===== src/rtl/lbist_sequencer.sv =====
// LBIST run controller: seeds the TPG, applies N patterns, drains the CUT pipeline,
// then compares the ORA signature against a golden value.
module lbist_sequencer #(
    parameter int PAT_BITS = 16,
    parameter int SIG_BITS = 32,
    parameter int CUT_LAT  = 2
) (
    input  logic                i_clk,
    input  logic                i_rst,
    input  logic                i_start,
    input  logic                i_abort,
    input  logic [PAT_BITS-1:0] i_num_patterns,
    input  logic [SIG_BITS-1:0] i_golden,
    input  logic [SIG_BITS-1:0] i_signature,
    output logic                o_test_mode,
    output logic                o_tpg_seed,
    output logic                o_tpg_en,
    output logic                o_ora_clr,
    output logic                o_ora_en,
    output logic [PAT_BITS-1:0] o_pattern_cnt,
    output logic                o_busy,
    output logic                o_done,
    output logic                o_pass
);

    // state   | meaning
    // IDLE    | waiting for start, datapath untouched
    // INIT    | seed LFSR, clear ORA, clear pattern count and delay line
    // RUN     | one pattern per cycle until N applied
    // FLUSH   | CUT_LAT cycles draining the CUT pipeline into the ORA
    // COMPARE | register signature == golden
    // DONE    | result valid, waiting for the next start
    typedef enum logic [2:0] {
        S_IDLE    = 3'd0,
        S_INIT    = 3'd1,
        S_RUN     = 3'd2,
        S_FLUSH   = 3'd3,
        S_COMPARE = 3'd4,
        S_DONE    = 3'd5
    } state_t;

    localparam logic [PAT_BITS-1:0] CNT_ONE    = PAT_BITS'(1);
    localparam int unsigned         FLUSH_INIT = (CUT_LAT > 0) ? CUT_LAT - 1 : 0;
    localparam logic [3:0]          FLUSH_LOAD = 4'(FLUSH_INIT);

    state_t              r_state;
    state_t              w_next;
    logic [PAT_BITS-1:0] r_n;
    logic [PAT_BITS-1:0] r_cnt;
    logic [3:0]          r_flush;
    logic                r_pass;

    logic w_latch_n;
    logic w_cnt_clr;
    logic w_cnt_inc;
    logic w_flush_load;
    logic w_flush_dec;
    logic w_pass_load;
    logic w_pass_clr;
    logic w_dly_clr;
    logic w_tpg_en;
    logic w_last_pat;

    assign w_last_pat = (r_cnt == (r_n - CNT_ONE));

    always_ff @(posedge i_clk) begin
        if (i_rst) begin
            r_state <= S_IDLE;
        end else begin
            r_state <= w_next;
        end
    end

    always_comb begin
        w_next       = r_state;
        w_latch_n    = 1'b0;
        w_cnt_clr    = 1'b0;
        w_cnt_inc    = 1'b0;
        w_flush_load = 1'b0;
        w_flush_dec  = 1'b0;
        w_pass_load  = 1'b0;
        w_pass_clr   = 1'b0;
        w_dly_clr    = 1'b0;
        case (r_state)
            S_IDLE: begin
                if (i_start && !i_abort) begin
                    w_next    = S_INIT;
                    w_latch_n = 1'b1;
                end
            end
            S_INIT: begin
                if (i_abort) begin
                    w_next     = S_IDLE;
                    w_pass_clr = 1'b1;
                    w_dly_clr  = 1'b1;
                end else begin
                    w_cnt_clr = 1'b1;
                    w_dly_clr = 1'b1;
                    w_next    = (r_n == '0) ? S_COMPARE : S_RUN;
                end
            end
            S_RUN: begin
                if (i_abort) begin
                    w_next     = S_IDLE;
                    w_pass_clr = 1'b1;
                    w_dly_clr  = 1'b1;
                end else begin
                    w_cnt_inc = 1'b1;
                    if (w_last_pat) begin
                        w_next       = (CUT_LAT == 0) ? S_COMPARE : S_FLUSH;
                        w_flush_load = 1'b1;
                    end
                end
            end
            S_FLUSH: begin
                if (i_abort) begin
                    w_next     = S_IDLE;
                    w_pass_clr = 1'b1;
                    w_dly_clr  = 1'b1;
                end else if (r_flush == 4'd0) begin
                    w_next = S_COMPARE;
                end else begin
                    w_flush_dec = 1'b1;
                end
            end
            S_COMPARE: begin
                if (i_abort) begin
                    w_next     = S_IDLE;
                    w_pass_clr = 1'b1;
                    w_dly_clr  = 1'b1;
                end else begin
                    w_pass_load = 1'b1;
                    w_next      = S_DONE;
                end
            end
            S_DONE: begin
                // abort here only serves to block a simultaneous start
                if (i_start && !i_abort) begin
                    w_next     = S_INIT;
                    w_latch_n  = 1'b1;
                    w_pass_clr = 1'b1;
                end
            end
            default: begin
                w_next = S_IDLE;
            end
        endcase
    end

    always_ff @(posedge i_clk) begin
        if (i_rst) begin
            r_n     <= '0;
            r_cnt   <= '0;
            r_flush <= 4'd0;
            r_pass  <= 1'b0;
        end else begin
            if (w_latch_n) begin
                r_n <= i_num_patterns;
            end
            if (w_cnt_clr) begin
                r_cnt <= '0;
            end else if (w_cnt_inc) begin
                r_cnt <= r_cnt + CNT_ONE;
            end
            if (w_flush_load) begin
                r_flush <= FLUSH_LOAD;
            end else if (w_flush_dec) begin
                r_flush <= r_flush - 4'd1;
            end
            if (w_pass_clr) begin
                r_pass <= 1'b0;
            end else if (w_pass_load) begin
                r_pass <= (i_signature == i_golden);
            end
        end
    end

    assign w_tpg_en      = (r_state == S_RUN);
    assign o_busy        = (r_state != S_IDLE) && (r_state != S_DONE);
    assign o_test_mode   = o_busy;
    assign o_tpg_seed    = (r_state == S_INIT);
    assign o_ora_clr     = (r_state == S_INIT);
    assign o_tpg_en      = w_tpg_en;
    assign o_done        = (r_state == S_DONE);
    assign o_pass        = r_pass;
    assign o_pattern_cnt = r_cnt;

    // ora_en tracks tpg_en through a shift register matching the CUT latency
    generate
        if (CUT_LAT == 0) begin : g_no_dly
            assign o_ora_en = w_tpg_en;
        end else begin : g_dly
            logic [CUT_LAT-1:0] r_dly;
            always_ff @(posedge i_clk) begin
                if (i_rst || w_dly_clr) begin
                    r_dly <= '0;
                end else begin
                    r_dly[0] <= w_tpg_en;
                    for (int i = 1; i < CUT_LAT; i++) begin
                        r_dly[i] <= r_dly[i-1];
                    end
                end
            end
            assign o_ora_en = r_dly[CUT_LAT-1];
        end
    endgenerate

endmodule

===== config.mk =====
export PLATFORM = sky130hd
export DESIGN_NAME = lbist_sequencer
export DESIGN_NICKNAME = d
export VERILOG_FILES = /design/src/rtl/lbist_sequencer.sv
export SDC_FILE = /design/constraint.sdc
export NUM_CORES = 1
export LEC_CHECK = 0
export BUFFER_PORTS_ARGS = -buffer_cell sky130_fd_sc_hd__buf_2
export CAP_MARGIN = 20
export CORE_ASPECT_RATIO = 0.9
export CORE_MARGIN = 1
export CORE_UTILIZATION = 25
export DETAILED_ROUTE_END_ITERATION = 16
export PLACE_DENSITY = 0.44
export SETUP_SLACK_MARGIN = 0.5
export SLEW_MARGIN = 20
export SYNTH_ARGS = -nofsm -noshare
export SYNTH_HDL_FRONTEND = slang
export SYNTH_SLANG_ARGS = --single-unit
export TNS_END_PERCENT = 1

===== constraint.sdc =====
create_clock -name i_clk -period 3.17 [get_ports i_clk]
set_input_delay 0.4755 -clock i_clk [delete_from_list [all_inputs] [get_ports i_clk]]
set_output_delay 0.4755 -clock i_clk [all_outputs]
set_load 0.02 [all_outputs]

==> metrics, run 1 <==
status completed; crit share post-route 0.774; Post-CTS Resized 0; Clock Tree Root clkbuf_16; clock skew 0.00596 ns; Die H 102 um; Post-Syn Area 2800 um2; Sw Ratio 0.312; max-slew violations 0; worst-case hold slack 0.429 ns; number of hold buffers added after CTS 0; worst-skew pair later-pin latency 0.28 ns; clock period minus final worst setup slack 2.46 ns; Pint 1.06 mW; Syn Nets 425; largest net degree at the start of global routing 26; vias in the first global route 2549; Bufs on Longest Clock Path 2; Setup Crit Path Kind reg -> reg; CP Data Required Time 3.34 ns; Max IR drop VDD 193 uV; mean post-synth cell area 8.29 um2; drt pass-1 iters 4; final hold vios 0; via count 2693; vias per cell 4.55; ys async rst share 0; Primary FF master, synth dfxtp_1; Startpoint Class flip-flop; RSZ-0062 raised after global routing no; Setup-failing EPs final 0; GR met2 Demand/Resource 0.228; M3 GR Usage 0.0225; Leakage 1.56 nW; io pins 108; clock share of power 0.336; diodes inserted 0; YS warnings 0; CP Capture Type flip-flop; register bit total from synthesis 42; core area 10900 um2; die area 11600 um2; CTS Buf Count 5; 1st-iter DRT viols 116; first-pass GRT wire length 12.8 mm; CTS Sinks 42; Worst Tran Pin Value 0.856 ns; Yosys top cell by area dfxtp_1; Layout Utilization 0.336; share of post-route cells with drive strength above 1 0.293; global routing's busiest layer met2; GRT Resource Usage Total 0.140; final WL 8.01 mm; total of max-cap violations 0; final global-route overflow total 0; Synth Instances 338; most frequent cells in the layout buf_2 (107), xor2_1 (54), dfxtp_1 (42); commonest non-fill, non-tap cell in the layout buf_2; Reg power frac 0.382; Tot Pwr 1.54 mW; setup bufs post-CTS 0; number of fill cells 1156; initial antenna violation count 0; sequential share of the synthesized area 0.300; met1 Usage GRT 0.192; Post-DRT Antenna Nets 0; combinational share of power 0.282; HPWL after DPL 6.41 mm; distinct cell type count after synthesis 49; CP Data Arrival Time 2.63 ns; Reg clk slew, reported paths 0.06 ns; Max-slew headroom 0.428; largest cells by area after synthesis dfxtp_1 (30%), xor2_1 (17%), mux2i_1 (6.1%); CTS tree built; switching power of the nets 480 uW; Max H-tree Level 2; Power Dens Cells 421 nW/um2; FMAX 407 MHz; CP max FO 6; row count 36; Final Net Count 526; Post-synth EDFFs 0; IO buf count 107; Die Span X 114 um; DRC 0; wire per inst 13.5 um; Hold Crit Class in -> reg; area grow syn2layout 30.3%; final setup TNS 0 ns; post-synth top area share 0.300; Placer Congestion 0.789; initial core utilization 0.258
sequential cells by signal, summed over array words and instances, names as in the netlist:
name and flops:
o_pattern_cnt 16, r_n 16, r_flush 4, r_state 3, g_dly.r_dly 2, o_pass 1
power groups by stage:
stage | sequential (mW) | combinational, mW | clock, mW
after floorplan | 0.574 | 0.312 | 0
after global placement | 0.598 | 0.432 | 0
after detailed placement | 0.598 | 0.432 | 0
after CTS | 0.586 | 0.436 | 0.530
after global routing | 0.591 | 0.478 | 0.553
final | 0.587 | 0.434 | 0.517
through the flow:
step / worst slack (ns) / instance area [um2] / std cells
finish: 0.715 / 3650 / 592
global route: 0.538 / 3650 / 592
CTS: 0.738 / 3650 / 592
detailed placement: 0.756 / 3500 / 584
global placement: 0.829 / 3500 / 584
floorplan: 0.905 / 2800 / 338
worst max-delay path, cell delays in order, from the launching register on:
cell and delay (ns):
dfxtp_1 0.37, or4_4 0.60, o41a_1 0.40, nor4_2 0.37
nand4_1 0.22, a2111oi_2 0.39
per-layer routing:
layer,up-vias,part of all wire
met3,10,0.025
met2,45,0.45
li1,1401,-
met4,0,0.017
met1,1237,0.51
met5,-,0
layout make-up:
type / count / area [um2] / area share
flip-flops and latches: 42 / 841 / 0.230
well taps: 152 / 190 / 0.0521
inverters: 9 / 33.8 / 0.00925
repair buffers: 112 / 573 / 0.157
clock inverters: 1 / 5.00 / 0.00137
multi-input cells: 269 / 1870 / 0.511
clock buffers: 7 / 143 / 0.0391
logic make-up after synthesis:
family,after synthesis,share of synthesized area
simple gates,144,0.276
xor+xnor,70,0.224
flops,42,0.300
compound gates,35,0.0866
buf+inv,27,0.0393
mux,17,0.0607
fa+ha+maj,3,0.0134
Yosys cell counts (all sizes together), types with 6 or more instances:
| master | number |
|---|---|
| xor2 | 54 |
| dfxtp | 42 |
| nor2 | 41 |
| mux2i | 17 |
| nor4 | 17 |
| nand2 | 16 |
| nor3 | 15 |
| xnor2 | 15 |
| clkbuf | 14 |
| nand4 | 13 |
| a21oi | 9 |
| inv | 9 |
| nand3 | 9 |
| o21ai | 9 |
| nand2b | 8 |
| nor2b | 6 |
final timing paths:
| check | cells after the start | end | slack, ns | from |
|---|---|---|---|---|
| max | 5 | r_state[0] | 0.71 | r_n[0] |
| min | 3 | r_n[11] | 0.43 | i_num_patterns[11] |
| max reg2reg | 5 | r_state[0] | 0.71 | r_n[0] |
| min reg2reg | 2 | g_dly.r_dly[1] | 0.43 | g_dly.r_dly[0] |
No activity file was read; power rests on OpenSTA's default activity.
==> run 2: changes to the inputs <==
clock period = 2.5 ns   (was 3.17 ns; I/O delays follow)
==> metrics, run 2 (same netlist as run 1, synthesis figures left out) <==
Bufs on Longest Clock Path 2 (unchanged); initial antenna violation count 0 (unchanged); IO buf count 107 (unchanged); FMAX 451 MHz (+11%); CP Capture Type flip-flop; final setup TNS 0 ns (unchanged); final WL 7.89 mm (-1.5%); Startpoint Class flip-flop; Die Span X 114 um (unchanged); Power Dens Cells 539 nW/um2 (+28%); crit path from r_n[1]; CTS tree built; io pins 108 (unchanged); diodes inserted 0 (unchanged); reg2reg start r_n[1]; Hold Crit Class in -> reg; total of max-cap violations 0 (unchanged); via count 2687 (-0.22%); DRC 0 (unchanged); largest net degree at the start of global routing 26 (unchanged); clock period minus final worst setup slack 2.22 ns (-0.239 ns); Clock Tree Root clkbuf_16; vias per cell 4.45 (-2.2%); drt pass-1 iters 4 (unchanged); RSZ-0062 raised after global routing yes; initial core utilization 0.258 (unchanged); Leakage 1.64 nW (+4.9%); share of post-route cells with drive strength above 1 0.336 (+0.0431); crit share post-route 0.887 (+0.112); vias in the first global route 2616 (+2.6%); worst-skew pair later-pin latency 0.28 ns (about the same); row count 36 (unchanged); Die H 102 um (unchanged); final global-route overflow total 0 (unchanged); CP max FO 5 (-1); Setup Crit Path Kind reg -> reg; R2R Setup Slk 0.28 ns (-0.43 ns); die area 11600 um2 (unchanged); Max-slew headroom 0.670 (+0.242); Max H-tree Level 2 (unchanged); commonest non-fill, non-tap cell in the layout buf_2; 1st-iter DRT viols 106 (-8.6%); hold path startpoint i_num_patterns[4]; crit path to r_state[0]; HPWL after DPL 6.29 mm (-1.8%); Max IR drop VDD 309 uV (+60%); Layout Utilization 0.353 (+0.0168); Setup-failing EPs final 0 (unchanged); CP Data Arrival Time 2.39 ns (-0.24 ns); max-slew violations 0 (unchanged); CTS Sinks 42 (unchanged); Worst Tran Pin Value 0.495 ns (-0.361 ns); Final Net Count 538 (+2.3%); first-pass GRT wire length 12.7 mm (-0.38%); clock skew 0.00653 ns (+0.000573 ns); core area 10900 um2 (unchanged); Placer Congestion 0.776 (-1.6%); Post-DRT Antenna Nets 0 (unchanged); Reg2Reg Depth 6 (+1); status completed; worst reg2reg endpoint r_state[0]; number of fill cells 1140 (-1.4%); CP Data Required Time 2.68 ns (-0.66 ns); most frequent cells in the layout buf_2 (107), xor2_1 (54), nor2_1 (41); CTS Buf Count 5 (unchanged); number of hold buffers added after CTS 0 (unchanged); final hold vios 0 (unchanged); Reg clk slew, reported paths 0.06 ns (about the same); area grow syn2layout 36.8%; wire per inst 13.1 um (-3.4%); GRT Resource Usage Total 0.140 (-0.000730)
[run 2: cell type report]
type / count / area (um2) / share of cell area
multi-input cells: 269 / 1940 / 0.505
repair buffers: 124 / 663 / 0.173
clock inverters: 1 / 30.0 / 0.00783
inverters: 9 / 33.8 / 0.00881
well taps: 152 / 190 / 0.0496
flip-flops and latches: 42 / 847 / 0.221
clock buffers: 7 / 133 / 0.0346
[run 2: how the worst min path moves through the flow]
stage,to,slack (ns),cells past startpoint
floorplan,g_dly.r_dly[1],0.41,2
global placement,g_dly.r_dly[1],0.45,2
detailed placement,g_dly.r_dly[1],0.45,2
CTS,r_n[8],0.33,3
global route,r_n[11],0.34,3
finish,r_n[4],0.33,3
[run 2: timing repair]
action | in CTS | in global routing
setup buffers | 4 | 1
gates resized for setup | 0 | 3
pin swaps | 2 | 1
endpoints found under the setup margin | 7 | 23
[run 2: metrics by stage]
step                      hold WS, ns  instance area [um2]  worst slack (ns)  instances  total power [mW]
final                           0.335                 3830             0.284        604              2.07
after global routing            0.339                 3830             0.177        604              2.19
after CTS                       0.333                 3810             0.274        603              2.08
after detailed placement        0.454                 3610             0.219        591              1.33
after global placement          0.449                 3610             0.314        591              1.33
after floorplan                 0.407                 2870             0.481        338              1.15
[run 2: worst max-delay path, stage by stage, from the launching register on]
cell,delay [ns]
dfxtp_2,0.35
or4_4,0.59
nor4_4,0.17
a2111oi_2,0.09
nor4_2,0.36
nand4_1,0.21
a2111oi_2,0.33
[run 2: metal layers]
metal	vias to the layer above	track usage	part of all wire
met1	1202	0.174	0.47
met4	0	0.0395	0.011
met5	-	0	0
li1	1421	-	-
met2	60	0.248	0.48
met3	4	0.0237	0.035
[run 2: report_power, final]
part	switching, mW	internal (mW)	leakage, nW
registers	0.0520	0.694	0.342
logic	0.305	0.292	1.22
clock network	0.252	0.472	0.0781
==> run 3: changes to the inputs <==
CAP_MARGIN = unset   (was 20)
PLACE_DENSITY = 0.49   (was 0.44)
==> metrics, run 3 (same netlist as run 1, synthesis figures left out) <==
hold depth 3 (unchanged); io pins 108 (unchanged); Max H-tree Level 2 (unchanged); Die H 102 um (unchanged); CTS Buf Count 5 (unchanged); first-pass GRT wire length 12.3 mm (-3.4%); Setup Crit Path Kind reg -> reg; clock skew 0.00419 ns (-0.00234 ns); wire per inst 12.9 um (-1.4%); Hold Crit Class in -> reg; final setup TNS 0 ns (unchanged); Clock Tree Root clkbuf_16; placed instance area 3590 um2 (-0.55%); Largest delay share family, worst path simple AND/OR/NAND/NOR gates; CP Capture Type flip-flop; max-slew violations 0 (unchanged); CP Data Arrival Time 2.38 ns (about the same); Startpoint Class flip-flop; worst-case hold path end point r_n[4]; CP peak stage delay 0.59 ns (about the same); final WL 7.72 mm (-2.1%); row count 36 (unchanged); total of max-cap violations 0 (unchanged); Die Span X 114 um (unchanged); Placement Setup Slack 0.255 ns (+0.0359 ns); Post-DRT Antenna Nets 0 (unchanged); FMAX 454 MHz (+0.69%); initial antenna violation count 0 (unchanged); CTS Sinks 42 (unchanged); CP max-delay cell or4_4; CP bufs+invs 0 (unchanged); share of post-route cells with drive strength above 1 0.342 (+0.00523); crit path cell chain or4_4 > nor4_4 > a2111oi_2 > nor4_2 > nand4_1 > a2111oi_2; 1st-iter DRT viols 138 (+30%); Power Dens Cells 538 nW/um2 (-0.11%); final global-route overflow total 0 (unchanged); Setup-failing EPs final 0 (unchanged); RSZ-0062 raised after global routing yes; DRC 0 (unchanged); die area 11600 um2 (unchanged); clock period minus final worst setup slack 2.20 ns (-0.0151 ns); Reg clk slew, reported paths 0.06 ns (about the same); IO buf count 107 (unchanged); reg2reg start r_n[1]; number of fill cells 1131 (-0.79%); diodes inserted 0 (unchanged); crit share post-route 0.881 (-0.00605); largest net degree at the start of global routing 26 (unchanged); CP Data Required Time 2.68 ns (about the same); initial core utilization 0.258 (unchanged); vias in the first global route 2645 (+1.1%); Layout Utilization 0.355 (+0.00161); cell area after layout 3850 um2 (+0.46%); register area 850 um2 (+0.30%); via count 2758 (+2.6%); Placer Congestion 0.810 (+4.4%); most used cell, CP a2111oi_2; Bufs on Longest Clock Path 2 (unchanged); core area 10900 um2 (unchanged); GRT Resource Usage Total 0.134 (-0.00579); Tot Pwr 2.07 mW (+0.34%); Leakage 1.63 nW (-0.58%); Worst Tran Pin Value 0.584 ns (+0.0884 ns); Multi-input gate area 1980 um2 (+2.3%); worst-skew pair later-pin latency 0.28 ns (about the same); most frequent cells in the layout buf_2 (107), xor2_1 (54), nor2_1 (41); CTS tree built; HPWL after DPL 6.10 mm (-3.0%); final hold vios 0 (unchanged); Max IR drop VDD 277 uV (-10%); CP max FO 5 (unchanged); worst reg2reg endpoint r_state[0]; vias per cell 4.60 (+3.3%); area grow syn2layout 37.4%; status completed; Reg2Reg Depth 6 (unchanged); hold path startpoint i_num_patterns[4]; R2R Setup Slk 0.30 ns (+0.02 ns); Final Net Count 534 (-0.74%); worst setup margin 0.299 ns (+0.0151 ns); drt pass-1 iters 4 (unchanged); commonest non-fill, non-tap cell in the layout buf_2; Max-slew headroom 0.609 (-0.0602)
==> run 3: cell count changes in the layout (fill, tap and decap cells not counted), sizes merged <==
| cell | previous run | this run |
|---|---|---|
| buf | 124 | 120 |
==> run 3: routing by layer <==
metal  GRT usage  part of all wire  vias up
li1            -                 -     1405
met1       0.165              0.44     1274
met2       0.233              0.49       67
met3      0.0273             0.048       12
met4      0.0445             0.018        0
met5           0                 0        -
==> run 3: metrics by stage <==
stage	hold slack (ns)	instances
after global routing	0.339	600
after global placement	0.448	589
final	0.331	600
after CTS	0.329	599
after detailed placement	0.430	589
after floorplan	0.407	338
==> run 3: final cells by class <==
cell class	instances	share of cell area
Inverter	9	0.00877
Tap cell	152	0.0494
Clock buffer	7	0.0344
Timing Repair Buffer	120	0.164
Clock inverter	1	0.00780
Sequential cell	42	0.221
Multi-Input combinational cell	269	0.515
==> run 3: how the worst max path moves through the flow <==
stage	start	end	slack, ns	depth (start not counted)
4_1_cts	r_n[0]	r_flush[1]	0.30	8
3_3_place_gp	r_n[0]	r_flush[3]	0.32	8
3_5_place_dp	r_n[0]	r_flush[1]	0.26	8
5_1_grt	r_n[8]	r_flush[1]	0.21	6
2_1_floorplan	r_state[0]	r_n[7]	0.48	9
6_report	r_n[1]	r_state[0]	0.30	6
==> run 3: power breakdown <==
group          total (mW)  switching [mW]  leakage [nW]  internal (mW)
Clock               0.721           0.249        0.0781          0.472
Combinational       0.609           0.317          1.21          0.292
Sequential          0.744          0.0507         0.342          0.693
==> run 3: worst min-delay path, delay by kind of cell <==
kind,cells,cell delay (ns)
buffers and inverters,1,0.08
and+or+nand+nor,1,0.07
muxes,1,0.06
==> run 3: what timing repair did <==
item / 4_1_cts / 5_1_grt
gates resized for setup: 0 / 13
hold buffers: 0 / 0
pin swaps: 2 / 4
setup endpoints to repair: 7 / 9
buffers inserted: 2 / 1
